File: src/rtl/tile_scheduler_pkg.sv
// tile_scheduler shared types and defaults.
// State encodings and default widths for the GEMM tile sequencer.
package tile_scheduler_pkg;

  localparam int DEF_ADDR_W = 16;
  localparam int DEF_DIM_W  = 16;
  localparam int DEF_CNT_W  = 32;

  typedef enum logic [1:0] {
    TS_IDLE  = 2'd0,
    TS_ISSUE = 2'd1,
    TS_WAIT  = 2'd2,
    TS_DONE  = 2'd3
  } ts_state_e;

endpackage

File: src/rtl/tile_scheduler_if.sv
// Tile request channel between the scheduler and the array controller.
// master = scheduler, slave = array controller.
interface tile_scheduler_if
  import tile_scheduler_pkg::*;
#(
  parameter int ADDR_W = DEF_ADDR_W
) ();

  logic              tile_req_valid;
  logic              tile_req_ready;
  logic [ADDR_W-1:0] tile_w_addr;
  logic [ADDR_W-1:0] tile_x_addr;
  logic [ADDR_W-1:0] tile_y_addr;
  logic              tile_acc_clear;
  logic              tile_writeback;
  logic              tile_done;

  modport master (
    output tile_req_valid,
    input  tile_req_ready,
    output tile_w_addr,
    output tile_x_addr,
    output tile_y_addr,
    output tile_acc_clear,
    output tile_writeback,
    input  tile_done
  );

  modport slave (
    input  tile_req_valid,
    output tile_req_ready,
    input  tile_w_addr,
    input  tile_x_addr,
    input  tile_y_addr,
    input  tile_acc_clear,
    input  tile_writeback,
    output tile_done
  );

endinterface

File: src/rtl/tile_scheduler_addr_gen.sv
// Running-pointer address generator for the tile walk.
// Adders only; strobes come from the scheduler FSM.
module tile_addr_gen
  import tile_scheduler_pkg::*;
#(
  parameter int ADDR_W = DEF_ADDR_W
) (
  input  logic              clk,
  input  logic              rst_n,
  input  logic              load,
  input  logic [ADDR_W-1:0] w_base,
  input  logic [ADDR_W-1:0] w_stride,
  input  logic [ADDR_W-1:0] x_base,
  input  logic [ADDR_W-1:0] x_stride,
  input  logic [ADDR_W-1:0] y_base,
  input  logic [ADDR_W-1:0] y_stride,
  input  logic              step,
  input  logic              k_wrap,
  input  logic              n_wrap,
  output logic [ADDR_W-1:0] w_addr,
  output logic [ADDR_W-1:0] x_addr,
  output logic [ADDR_W-1:0] y_addr
);

  logic [ADDR_W-1:0] w_base_q;
  logic [ADDR_W-1:0] w_stride_q;
  logic [ADDR_W-1:0] x_stride_q;
  logic [ADDR_W-1:0] y_stride_q;
  logic [ADDR_W-1:0] row_q;
  logic [ADDR_W-1:0] x_nxt;
  logic              m_wrap;

  assign x_nxt  = x_addr + x_stride_q;
  assign m_wrap = k_wrap & n_wrap;

  always_ff @(posedge clk or negedge rst_n) begin
    if (!rst_n) begin
      w_base_q   <= '0;
      w_stride_q <= '0;
      x_stride_q <= '0;
      y_stride_q <= '0;
      row_q      <= '0;
      w_addr     <= '0;
      x_addr     <= '0;
      y_addr     <= '0;
    end else if (load) begin
      w_base_q   <= w_base;
      w_stride_q <= w_stride;
      x_stride_q <= x_stride;
      y_stride_q <= y_stride;
      row_q      <= x_base;
      w_addr     <= w_base;
      x_addr     <= x_base;
      y_addr     <= y_base;
    end else if (step) begin
      w_addr <= m_wrap ? w_base_q
                       : w_addr + w_stride_q;
      // x rewinds per n; a new m row starts
      // right after the last x of the old one
      x_addr <= (k_wrap && !n_wrap) ? row_q
                                    : x_nxt;
      if (m_wrap)
        row_q <= x_nxt;
      if (k_wrap)
        y_addr <= y_addr + y_stride_q;
    end
  end

endmodule

File: src/rtl/tile_scheduler.sv
// GEMM tile sequencer: walks M x N x K tiles (m, n, k order)
// and issues one request per tile to the array controller.
module tile_scheduler
  import tile_scheduler_pkg::*;
#(
  parameter int ADDR_W = DEF_ADDR_W,
  parameter int DIM_W  = DEF_DIM_W,
  parameter int CNT_W  = DEF_CNT_W
) (
  input  logic              clk,
  input  logic              rst_n,
  input  logic              ap_start,
  input  logic [DIM_W-1:0]  cfg_m_tiles,
  input  logic [DIM_W-1:0]  cfg_n_tiles,
  input  logic [DIM_W-1:0]  cfg_k_tiles,
  input  logic [ADDR_W-1:0] cfg_w_base,
  input  logic [ADDR_W-1:0] cfg_w_stride,
  input  logic [ADDR_W-1:0] cfg_x_base,
  input  logic [ADDR_W-1:0] cfg_x_stride,
  input  logic [ADDR_W-1:0] cfg_y_base,
  input  logic [ADDR_W-1:0] cfg_y_stride,
  output logic              ap_idle,
  output logic              ap_done,
  tile_scheduler_if.master  tile,
  output logic [CNT_W-1:0]  tiles_done_cnt,
  output logic [1:0]        state_dbg
);

  localparam logic [DIM_W-1:0] ONE = DIM_W'(1);
  localparam logic [DIM_W-1:0] TWO = DIM_W'(2);

  ts_state_e        state;
  ts_state_e        state_nx;
  ts_state_e        state_q;
  logic [DIM_W-1:0] m_num;
  logic [DIM_W-1:0] n_num;
  logic [DIM_W-1:0] k_num;
  logic [DIM_W-1:0] m_idx;
  logic [DIM_W-1:0] n_idx;
  logic [DIM_W-1:0] k_idx;
  logic             start;
  logic             zero_cfg;
  logic             hs;
  logic             fire;
  logic             last_k;
  logic             last_n;
  logic             last_m;
  logic             last_tile;
  logic             idle_d;
  logic             valid_d;
  logic             done_d;

  assign start    = (state == TS_IDLE) && ap_start;
  assign zero_cfg = (cfg_m_tiles == '0) ||
                    (cfg_n_tiles == '0) ||
                    (cfg_k_tiles == '0);
  assign hs       = tile.tile_req_valid &&
                    tile.tile_req_ready;
  assign fire     = (state == TS_WAIT) && tile.tile_done;

  assign last_k    = k_idx == k_num - ONE;
  assign last_n    = n_idx == n_num - ONE;
  assign last_m    = m_idx == m_num - ONE;
  assign last_tile = last_k && last_n && last_m;

  assign state_dbg = state_q;

  always_ff @(posedge clk or negedge rst_n) begin
    if (!rst_n)
      state <= TS_IDLE;
    else
      state <= state_nx;
  end

  always_comb begin
    state_nx = state;
    unique case (1'b1)
      state == TS_IDLE:
        if (ap_start)
          state_nx = zero_cfg ? TS_DONE : TS_ISSUE;
      state == TS_ISSUE:
        if (hs)
          state_nx = TS_WAIT;
      state == TS_WAIT:
        if (tile.tile_done)
          state_nx = last_tile ? TS_DONE : TS_ISSUE;
      state == TS_DONE:
        if (!ap_start)
          state_nx = TS_IDLE;
    endcase
  end

  // status outputs lag the state by one register stage;
  // valid alone drops on the accepting edge
  always_comb begin
    idle_d  = state == TS_IDLE;
    valid_d = (state == TS_ISSUE) && !hs;
    done_d  = (state == TS_DONE) &&
              (state_q != TS_DONE);
  end

  always_ff @(posedge clk or negedge rst_n) begin
    if (!rst_n) begin
      ap_idle             <= 1'b1;
      ap_done             <= 1'b0;
      tile.tile_req_valid <= 1'b0;
      state_q             <= TS_IDLE;
    end else begin
      ap_idle             <= idle_d;
      ap_done             <= done_d;
      tile.tile_req_valid <= valid_d;
      state_q             <= state;
    end
  end

  always_ff @(posedge clk or negedge rst_n) begin
    if (!rst_n) begin
      m_num               <= '0;
      n_num               <= '0;
      k_num               <= '0;
      m_idx               <= '0;
      n_idx               <= '0;
      k_idx               <= '0;
      tiles_done_cnt      <= '0;
      tile.tile_acc_clear <= 1'b0;
      tile.tile_writeback <= 1'b0;
    end else if (start) begin
      m_num               <= cfg_m_tiles;
      n_num               <= cfg_n_tiles;
      k_num               <= cfg_k_tiles;
      m_idx               <= '0;
      n_idx               <= '0;
      k_idx               <= '0;
      tiles_done_cnt      <= '0;
      tile.tile_acc_clear <= 1'b1;
      tile.tile_writeback <= cfg_k_tiles == ONE;
    end else if (fire) begin
      tiles_done_cnt <= tiles_done_cnt + CNT_W'(1);
      k_idx <= last_k ? '0 : k_idx + ONE;
      if (last_k)
        n_idx <= last_n ? '0 : n_idx + ONE;
      if (last_k && last_n)
        m_idx <= last_m ? '0 : m_idx + ONE;
      tile.tile_acc_clear <= last_k;
      tile.tile_writeback <= last_k ? (k_num == ONE)
                                    : (k_idx == k_num - TWO);
    end
  end

  tile_addr_gen #(
    .ADDR_W (ADDR_W)
  ) u_addr_gen (
    .clk      (clk),
    .rst_n    (rst_n),
    .load     (start),
    .w_base   (cfg_w_base),
    .w_stride (cfg_w_stride),
    .x_base   (cfg_x_base),
    .x_stride (cfg_x_stride),
    .y_base   (cfg_y_base),
    .y_stride (cfg_y_stride),
    .step     (fire),
    .k_wrap   (last_k),
    .n_wrap   (last_n),
    .w_addr   (tile.tile_w_addr),
    .x_addr   (tile.tile_x_addr),
    .y_addr   (tile.tile_y_addr)
  );

endmodule

File: src/flat_wrapper.sv
// flat-port wrapper written by rule: the top's interface ports become plain ports
module tile_scheduler_flat import tile_scheduler_pkg::*;
#(
  parameter int ADDR_W = DEF_ADDR_W,
  parameter int DIM_W  = DEF_DIM_W,
  parameter int CNT_W  = DEF_CNT_W
)
  (clk, rst_n, ap_start, cfg_m_tiles, cfg_n_tiles, cfg_k_tiles, cfg_w_base, cfg_w_stride, cfg_x_base, cfg_x_stride, cfg_y_base, cfg_y_stride, ap_idle, ap_done, tiles_done_cnt, state_dbg, tile_tile_req_valid, tile_tile_req_ready, tile_tile_w_addr, tile_tile_x_addr, tile_tile_y_addr, tile_tile_acc_clear, tile_tile_writeback, tile_tile_done);
  tile_scheduler_if #(.ADDR_W(ADDR_W)) tile_i ();
  input  logic clk;
  input  logic rst_n;
  input  logic ap_start;
  input  logic [DIM_W-1:0] cfg_m_tiles;
  input  logic [DIM_W-1:0] cfg_n_tiles;
  input  logic [DIM_W-1:0] cfg_k_tiles;
  input  logic [ADDR_W-1:0] cfg_w_base;
  input  logic [ADDR_W-1:0] cfg_w_stride;
  input  logic [ADDR_W-1:0] cfg_x_base;
  input  logic [ADDR_W-1:0] cfg_x_stride;
  input  logic [ADDR_W-1:0] cfg_y_base;
  input  logic [ADDR_W-1:0] cfg_y_stride;
  output logic ap_idle;
  output logic ap_done;
  output logic [CNT_W-1:0] tiles_done_cnt;
  output logic [1:0] state_dbg;
  output wire logic [$bits(tile_i.tile_req_valid)-1:0] tile_tile_req_valid;
  input wire logic [$bits(tile_i.tile_req_ready)-1:0] tile_tile_req_ready;
  output wire logic [$bits(tile_i.tile_w_addr)-1:0] tile_tile_w_addr;
  output wire logic [$bits(tile_i.tile_x_addr)-1:0] tile_tile_x_addr;
  output wire logic [$bits(tile_i.tile_y_addr)-1:0] tile_tile_y_addr;
  output wire logic [$bits(tile_i.tile_acc_clear)-1:0] tile_tile_acc_clear;
  output wire logic [$bits(tile_i.tile_writeback)-1:0] tile_tile_writeback;
  input wire logic [$bits(tile_i.tile_done)-1:0] tile_tile_done;
  assign tile_tile_req_valid = tile_i.tile_req_valid;
  assign tile_i.tile_req_ready = tile_tile_req_ready;
  assign tile_tile_w_addr = tile_i.tile_w_addr;
  assign tile_tile_x_addr = tile_i.tile_x_addr;
  assign tile_tile_y_addr = tile_i.tile_y_addr;
  assign tile_tile_acc_clear = tile_i.tile_acc_clear;
  assign tile_tile_writeback = tile_i.tile_writeback;
  assign tile_i.tile_done = tile_tile_done;
  tile_scheduler #(.ADDR_W(ADDR_W), .DIM_W(DIM_W), .CNT_W(CNT_W)) u_core (.clk(clk), .rst_n(rst_n), .ap_start(ap_start), .cfg_m_tiles(cfg_m_tiles), .cfg_n_tiles(cfg_n_tiles), .cfg_k_tiles(cfg_k_tiles), .cfg_w_base(cfg_w_base), .cfg_w_stride(cfg_w_stride), .cfg_x_base(cfg_x_base), .cfg_x_stride(cfg_x_stride), .cfg_y_base(cfg_y_base), .cfg_y_stride(cfg_y_stride), .ap_idle(ap_idle), .ap_done(ap_done), .tile(tile_i), .tiles_done_cnt(tiles_done_cnt), .state_dbg(state_dbg));
endmodule
File: config.mk
export PLATFORM = sky130hd
export DESIGN_NAME = tile_scheduler_flat
export DESIGN_NICKNAME = d
export VERILOG_FILES = /design/src/rtl/tile_scheduler_pkg.sv /design/src/rtl/tile_scheduler_if.sv /design/src/rtl/tile_scheduler_addr_gen.sv /design/src/rtl/tile_scheduler.sv /design/src/flat_wrapper.sv
export SDC_FILE = /design/constraint.sdc
export NUM_CORES = 1
export LEC_CHECK = 0
export CELL_PAD_IN_SITES_DETAIL_PLACEMENT = 0
export CELL_PAD_IN_SITES_GLOBAL_PLACEMENT = 1
export CORE_ASPECT_RATIO = 1.1
export CORE_MARGIN = 5
export CORE_UTILIZATION = 52
export CTS_CLUSTER_DIAMETER = 200
export CTS_CLUSTER_SIZE = 25
export DETAILED_ROUTE_END_ITERATION = 8
export DONT_BUFFER_PORTS = 1
export PLACE_DENSITY_LB_ADDON = 0.3
export SETUP_SLACK_MARGIN = 0.15
export SYNTH_ARGS = -nofsm -noshare
export SYNTH_HDL_FRONTEND = slang
export SYNTH_SLANG_ARGS = --single-unit
File: constraint.sdc
create_clock -name clk -period 5.04 [get_ports clk]
set_clock_uncertainty 0.2 [all_clocks]
set_input_delay 1.008 -clock clk [delete_from_list [all_inputs] [get_ports clk]]
set_output_delay 1.008 -clock clk [all_outputs]
set_load 0.01 [all_outputs]
==> flow_summary_export.csv, run 1 <==
group,metric,value,unit
run_status,status,"complete, no violations",
worst_setup_path,startpoint,"u_core.k_num[2]",
yosys,synth-edff-count,0,
power_and_ir_drop,pwr-share-seq,0.375,
yosys,synth.avg_cell_area,8.37,um^2
cells_and_area,fin_util,0.549,
power_and_ir_drop,powerDensity,620,mW/mm^2
detailed_routing,vias,13400,
yosys,synth_area,0.0160,mm^2
worst_setup_path,crit_required,5220,ps
worst_setup_path,worstSetupPathType,"flip-flop to flip-flop",
timing,setup_tns,0,ps
worst_setup_path,crit_slowest_cell,"or4_1",
global_route,grt_max_degree,266,
floorplan,die_w,177,um
clock_tree,clk_path_buf_depth,3,
clock_tree,h-tree-depth,1,
clock_tree,clock_sinks,265,
worst_setup_path,crit_fanout,10,
detailed_routing,viasPerCell,5.91,
power_and_ir_drop,ir_drop,0.000452,V
yosys,yosysUniqueCellTypes,79,
timing,worst_pin_slew,1210,ps
placement,io_buffer_count,0,
power_and_ir_drop,power.switching,4.68,mW
floorplan,start_util,0.525,
timing,setup_violations,0,
floorplan,ioPinCount,236,
cells_and_area,fillCellCount,2887,
job,cap_violations,0,
power_and_ir_drop,netSwitchingFraction,0.452,
power_and_ir_drop,intPower,5.68,mW
timing,max_clock_freq,0.248,GHz
worst_setup_path,critPathBufInv,1,
clock_tree,cts_resized,0,
global_route,grt_pass1_wl,67500,um
yosys,ys_seq_elements,265,
placement,routabilityCongestion,0.876,
detailed_routing,drc,0,
timing,finalCriticalPeriod,4040,ps
detailed_routing,routed_wl,41400,um
timing,hold_viol,0,
power_and_ir_drop,pwr-share-comb,0.502,
clock_tree,root_buffer,"clkbuf_16",
clock_tree,clkSlewWorstSetupHoldPaths,100,ps
cells_and_area,regArea,0.00663,mm^2
floorplan,die-height,194,um
detailed_routing,wire_per_inst,18.3,um
global_route,antenna_found_initial,0,
floorplan,core_area,0.0304,mm^2
global_route,grt_overflow,0,
clock_tree,cts_made_buffers,14,
detailed_routing,ant_nets,0,
worst_setup_path,crit_family,"simple AND/OR/NAND/NOR gates",
clock_tree,cts_tree,"done",
worst_setup_path,max_stage_delay,720,ps
power_and_ir_drop,pwr-share-clk,0.123,
worst_setup_path,crit_arrival,4220,ps
yosys,syn_inst,1910,
global_route,grt_pass1_vias,13200,
clock_tree,post_cts_buffers,0,
placement,post-dp-hpwl,29100,um
yosys,synthArstFlopShare,1.00,
hold_path,hold_path_class,"input pin to asynchronous set/reset pin",
detailed_routing,drt_first_pass_iters,5,
yosys,synth_top_flop_cell,"dfrtp_1",
clock_tree,clock_latency,500,ps
worst_setup_path,crit_chain,"inv_1 -> ha_1 -> nor2b_1 -> nor2_1 -> o31a_1 -> a2111o_1 -> or4_1 -> nor2_2 -> nor2_1 -> a211oi_1 -> o21ai_0",
yosys,synth_warnings,0,
yosys,post-synth-top-count-cell,"nand2_1",
timing,rsz0062_at_grt,"no",
power_and_ir_drop,p_leak,7.49,nW
yosys,synth_common_cells,"nand2_1 (423), dfrtp_1 (264), o21ai_0 (158), nor2_1 (154), xnor2_1 (78)",
yosys,synth_area_leader_cell,"dfrtp_1",
timing,maxSlewHeadroom,0.196,
timing,min_period_over_period,0.801,
yosys,syn-num-nets,2116,
floorplan,die_area,0.0343,mm^2
cells_and_area,fin_nets,2049,
worst_setup_path,r2r_start,"u_core.k_num[2]",
cells_and_area,n_antenna_cell,0,
yosys,synth_top_area_share,0.413,
cells_and_area,drive_above_1_share,0.0422,
cells_and_area,multi_input_area,0.00876,mm^2
yosys,synth_area_leaders,"dfrtp_1 (41%), nand2_1 (9.9%), o21ai_0 (4.9%)",
worst_setup_path,setup.worst_path.start_class,"flip-flop",
timing,drv_slew,0,
cells_and_area,syn_to_final_growth,4.54,%
yosys,ys_seq_area_frac,0.415,
global_route,grt_usage,0.234,
worst_setup_path,cpMostUsedCell,"nor2_1",
detailed_routing,drtIter0Drc,809,
floorplan,num_rows,67,
worst_setup_path,endpoint_kind,"flip-flop",
==> worst reg2reg max path: stages (launching register included) <==
cell and delay, ps:
dfrtp_1 470, inv_1 130, ha_1 300, nor2b_1 400, nor2_1 100, o31a_1 300
a2111o_1 380, or4_1 720, nor2_2 440, nor2_1 110, a211oi_1 240, o21ai_0 140
==> final cells by class <==
cell class | instances | share of cell area
Multi-Input combinational cell | 1494 | 0.525
Sequential cell | 265 | 0.397
Tap cell | 414 | 0.0310
Clock buffer | 20 | 0.0236
Timing Repair Buffer | 20 | 0.0123
Inverter | 48 | 0.0108
Clock inverter | 1 | 0.000674
==> power by group through the flow <==
stage                     Clock [mW]  Combinational [mW]  Sequential [mW]
after global placement             0                5.00             3.90
after global routing            1.40                5.93             4.00
final                           1.27                5.20             3.88
after floorplan                    0                4.37             3.50
after detailed placement           0                5.13             3.92
after CTS                       1.32                5.17             3.88
==> cells by family after synthesis <==
logic type                 count (synthesis)  synth area share
xor gates and xnor gates                 140            0.0767
muxes                                     29            0.0193
AOI/OAI and AO/OA                        385             0.147
DFF                                      265             0.415
and+or+nand+nor                          883             0.258
adders and majority gates                 57            0.0460
buffers and inverters                    151            0.0381
==> final timing paths <==
check	slack, ps	cells after the start	to
hold / removal	140	0	u_core.ap_idle
setup / recovery	1000	11	u_core.u_addr_gen.w_addr[10]
min in group clk	280	2	u_core.u_addr_gen.w_base_q[0]
hold reg to reg	280	2	u_core.u_addr_gen.w_base_q[0]
setup reg to reg	1000	11	u_core.u_addr_gen.w_addr[10]
max in group asynchronous	3160	1	u_core.u_addr_gen.x_stride_q[4]
==> flip-flops by register name, summed over array words and instances, names as in the netlist, 16 cells and up <==
name                          count
u_core.u_addr_gen.w_addr         16
u_core.u_addr_gen.y_addr         16
u_core.u_addr_gen.x_stride_q     16
u_core.k_num                     16
u_core.u_addr_gen.x_addr         16
u_core.tiles_done_cnt            32
u_core.n_num                     16
u_core.m_num                     16
u_core.u_addr_gen.w_base_q       16
u_core.u_addr_gen.y_stride_q     16
u_core.k_idx                     16
u_core.n_idx                     16
u_core.m_idx                     16
u_core.u_addr_gen.row_q          16
u_core.u_addr_gen.w_stride_q     16
==> routing by layer <==
metal	wire (um)	global-route usage	share of wire
met3	3120	0.0566	0.075
met1	17900	0.308	0.43
met2	19500	0.392	0.47
met5	0	0	0
met4	894	0.0545	0.022
==> cells in the final DEF (no fill, tap or decap), types with 10 or more instances in the layout <==
master	synthesis	final
o21ai_1	11	10
xnor2_1	78	78
nor2_1	154	153
nand3_1	61	60
nor3_1	40	40
dfrtp_1	264	264
clkbuf_16	0	15
ha_1	54	54
a21oi_1	62	62
xor2_1	62	62
mux2i_1	15	15
nor2b_1	13	13
buf_4	2	16
a21o_1	15	15
nand4_1	27	27
nand2b_1	15	15
nor4_1	30	30
o21ai_0	158	158
or3_1	18	18
a31oi_1	22	22
nand2_1	423	423
mux2_2	14	14
o211ai_1	17	17
and3_1	38	37
inv_1	48	48
o21a_1	10	10
a211oi_1	24	24
==> metrics by stage <==
stage | hold slack, ps | area [um^2] | instances | setup WS [ps] | power [mW]
final | 143 | 16700 | 2262 | 1000 | 10.4
after global routing | 102 | 16700 | 2262 | 711 | 11.3
after CTS | -26.0 | 16600 | 2259 | 1070 | 10.4
after detailed placement | 263 | 16200 | 2238 | 1110 | 9.05
after global placement | 251 | 16200 | 2238 | 1210 | 8.90
after floorplan | 172 | 16000 | 1910 | 1670 | 7.86
Power figures use the tool's default switching activity.
==> inputs of run 2 (changes only) <==
CORE_UTILIZATION = 48   (was 52)
clock period = 4.17 ns   (was 5.04 ns; I/O delays follow)
==> flow_summary_export.csv, run 2 (synthesis gave the netlist of run 1 again) <==
group,metric,value,unit
run_status,status,"finished, violations left",
run_status,violations,"hold timing",
global_route,grt_pass1_wl,68900,um
timing,worst_pin_slew,1030,ps
detailed_routing,viasPerCell,5.84,
timing,hold_ws,-165,ps
worst_setup_path,setup.worst_path.start_class,"flip-flop",
power_and_ir_drop,netSwitchingFraction,0.449,
floorplan,start_util,0.483,
global_route,grt_overflow,0,
cells_and_area,fin_nets,2046,
timing,max_clock_freq,0.264,GHz
power_and_ir_drop,pwr-share-comb,0.503,
worst_setup_path,r2r_start,"u_core.k_num[2]",
worst_setup_path,worst_r2r_endpoint,"u_core.k_idx[8]",
global_route,antenna_found_initial,2,
worst_setup_path,crit_family,"simple AND/OR/NAND/NOR gates",
power_and_ir_drop,p_leak,7.46,nW
worst_setup_path,worstSetupPathType,"flip-flop to flip-flop",
worst_setup_path,endpoint,"u_core.k_idx[8]",
floorplan,die-height,201,um
detailed_routing,drt_first_pass_iters,5,
clock_tree,clkSlewWorstSetupHoldPaths,100,ps
clock_tree,cts_made_buffers,14,
detailed_routing,ant_nets,0,
global_route,grt_pass1_vias,13100,
timing,drv_slew,0,
placement,io_buffer_count,0,
timing,hold_viol,264,
worst_setup_path,rr_worst_depth,11,
worst_setup_path,max_stage_delay,650,ps
worst_setup_path,crit_slowest_cell,"or4_1",
global_route,grt_max_degree,266,
floorplan,die_area,0.0370,mm^2
power_and_ir_drop,power.switching,5.61,mW
cells_and_area,final_cell_mix,"nand2_1 (423), dfrtp_1 (264), o21ai_0 (158)",
placement,post-dp-hpwl,30400,um
cells_and_area,fin_util,0.504,
placement,routabilityCongestion,0.856,
timing,rsz0062_at_grt,"yes",
clock_tree,clock_latency,490,ps
detailed_routing,drtIter0Drc,746,
floorplan,die_w,184,um
floorplan,num_rows,70,
worst_setup_path,crit_arrival,3960,ps
detailed_routing,drc,0,
clock_tree,cts_tree,"done",
worst_setup_path,critPathBufInv,1,
floorplan,ioPinCount,236,
timing,setup_violations,0,
clock_tree,root_buffer,"clkbuf_16",
detailed_routing,routed_wl,42200,um
clock_tree,post_cts_buffers,0,
detailed_routing,vias,13300,
clock_tree,clk_path_buf_depth,3,
cells_and_area,syn_to_final_growth,4.44,%
worst_setup_path,crit_chain,"inv_1 -> ha_1 -> nor2b_2 -> nor2_1 -> o31a_1 -> a2111o_1 -> or4_1 -> nand2_1 -> nor2_1 -> o21ai_0 -> o21ai_0",
worst_setup_path,endpoint_kind,"flip-flop",
clock_tree,h-tree-depth,1,
worst_setup_path,startpoint,"u_core.k_num[2]",
cells_and_area,largest_reg_flops,32,
timing,finalCriticalPeriod,3790,ps
worst_setup_path,crit_required,4340,ps
power_and_ir_drop,pwr-share-seq,0.374,
timing,setup_tns,0,ps
power_and_ir_drop,pwr-share-clk,0.123,
cells_and_area,top_register,"u_core.tiles_done_cnt",
cells_and_area,layout.cells.most_common,"nand2_1",
timing,maxSlewHeadroom,0.311,
worst_setup_path,crit_fanout,17,
global_route,grt_usage,0.222,
timing,fin_ws,381,ps
detailed_routing,wire_per_inst,18.5,um
worst_setup_path,r2r_setup_slack,380,ps
clock_tree,clock_sinks,265,
power_and_ir_drop,ir_drop,0.000416,V
timing,min_period_over_period,0.909,
power_and_ir_drop,powerDensity,748,mW/mm^2
placement,place_ws,333,ps
floorplan,core_area,0.0331,mm^2
cells_and_area,drive_above_1_share,0.0434,
job,cap_violations,0,
hold_path,hold_path_class,"input pin to asynchronous set/reset pin",
worst_setup_path,worstSetupPathDepth,11,
power_and_ir_drop,intPower,6.87,mW
-- run 2: area by class of cell --
class / instances / area (um^2)
clock buffers: 20 / 394
multi-input cells: 1494 / 8780
inverters: 48 / 180
fillers: 3203 / 16400
well taps: 432 / 541
repair buffers: 17 / 153
flip-flops and latches: 265 / 6630
clock inverters: 1 / 11.3
diodes: 1 / 2.50
-- run 2: what timing repair did --
action,in CTS,in global routing
endpoints found under the hold margin,264,265
endpoints found under the setup margin,0,68
gates resized for setup,0,5
-- run 2: routing by layer --
metal | vias to the layer above | GRT usage | routed length, um
met5 | - | 0 | 13
met4 | 2 | 0.0481 | 811
met3 | 47 | 0.0530 | 3030
met2 | 313 | 0.362 | 19700
met1 | 6470 | 0.304 | 18600
li1 | 6480 | - | -
-- run 2: how the worst min path moves through the flow --
stage	to	slack [ps]	startpoint
final	u_core.u_addr_gen.y_stride_q[5]	-160	rst_n
after CTS	u_core.u_addr_gen.y_stride_q[5]	-190	rst_n
after global placement	u_core.u_addr_gen.w_base_q[14]	250	u_core.u_addr_gen.w_base_q[14]
after floorplan	u_core.state_dbg[1]	170	u_core.state[1]
after global routing	u_core.u_addr_gen.y_stride_q[5]	-200	rst_n
after detailed placement	u_core.u_addr_gen.w_base_q[14]	260	u_core.u_addr_gen.w_base_q[14]
-- run 2: metrics by stage --
step                      total power, mW  cells  instance area [um^2]
after floorplan                      9.51   1910                 16000
after global placement               10.8   2256                 16300
after detailed placement             11.0   2256                 16300
after CTS                            12.6   2277                 16700
after global routing                 13.7   2278                 16700
final                                12.5   2278                 16700
-- run 2: power by group through the flow --
stage                     logic (mW)  clock network [mW]  registers (mW)
after floorplan                 5.28                   0            4.23
after global placement          6.13                   0            4.71
after detailed placement        6.26                   0            4.72
after CTS                       6.30                1.60            4.68
after global routing            7.16                1.69            4.82
final                           6.28                1.53            4.67
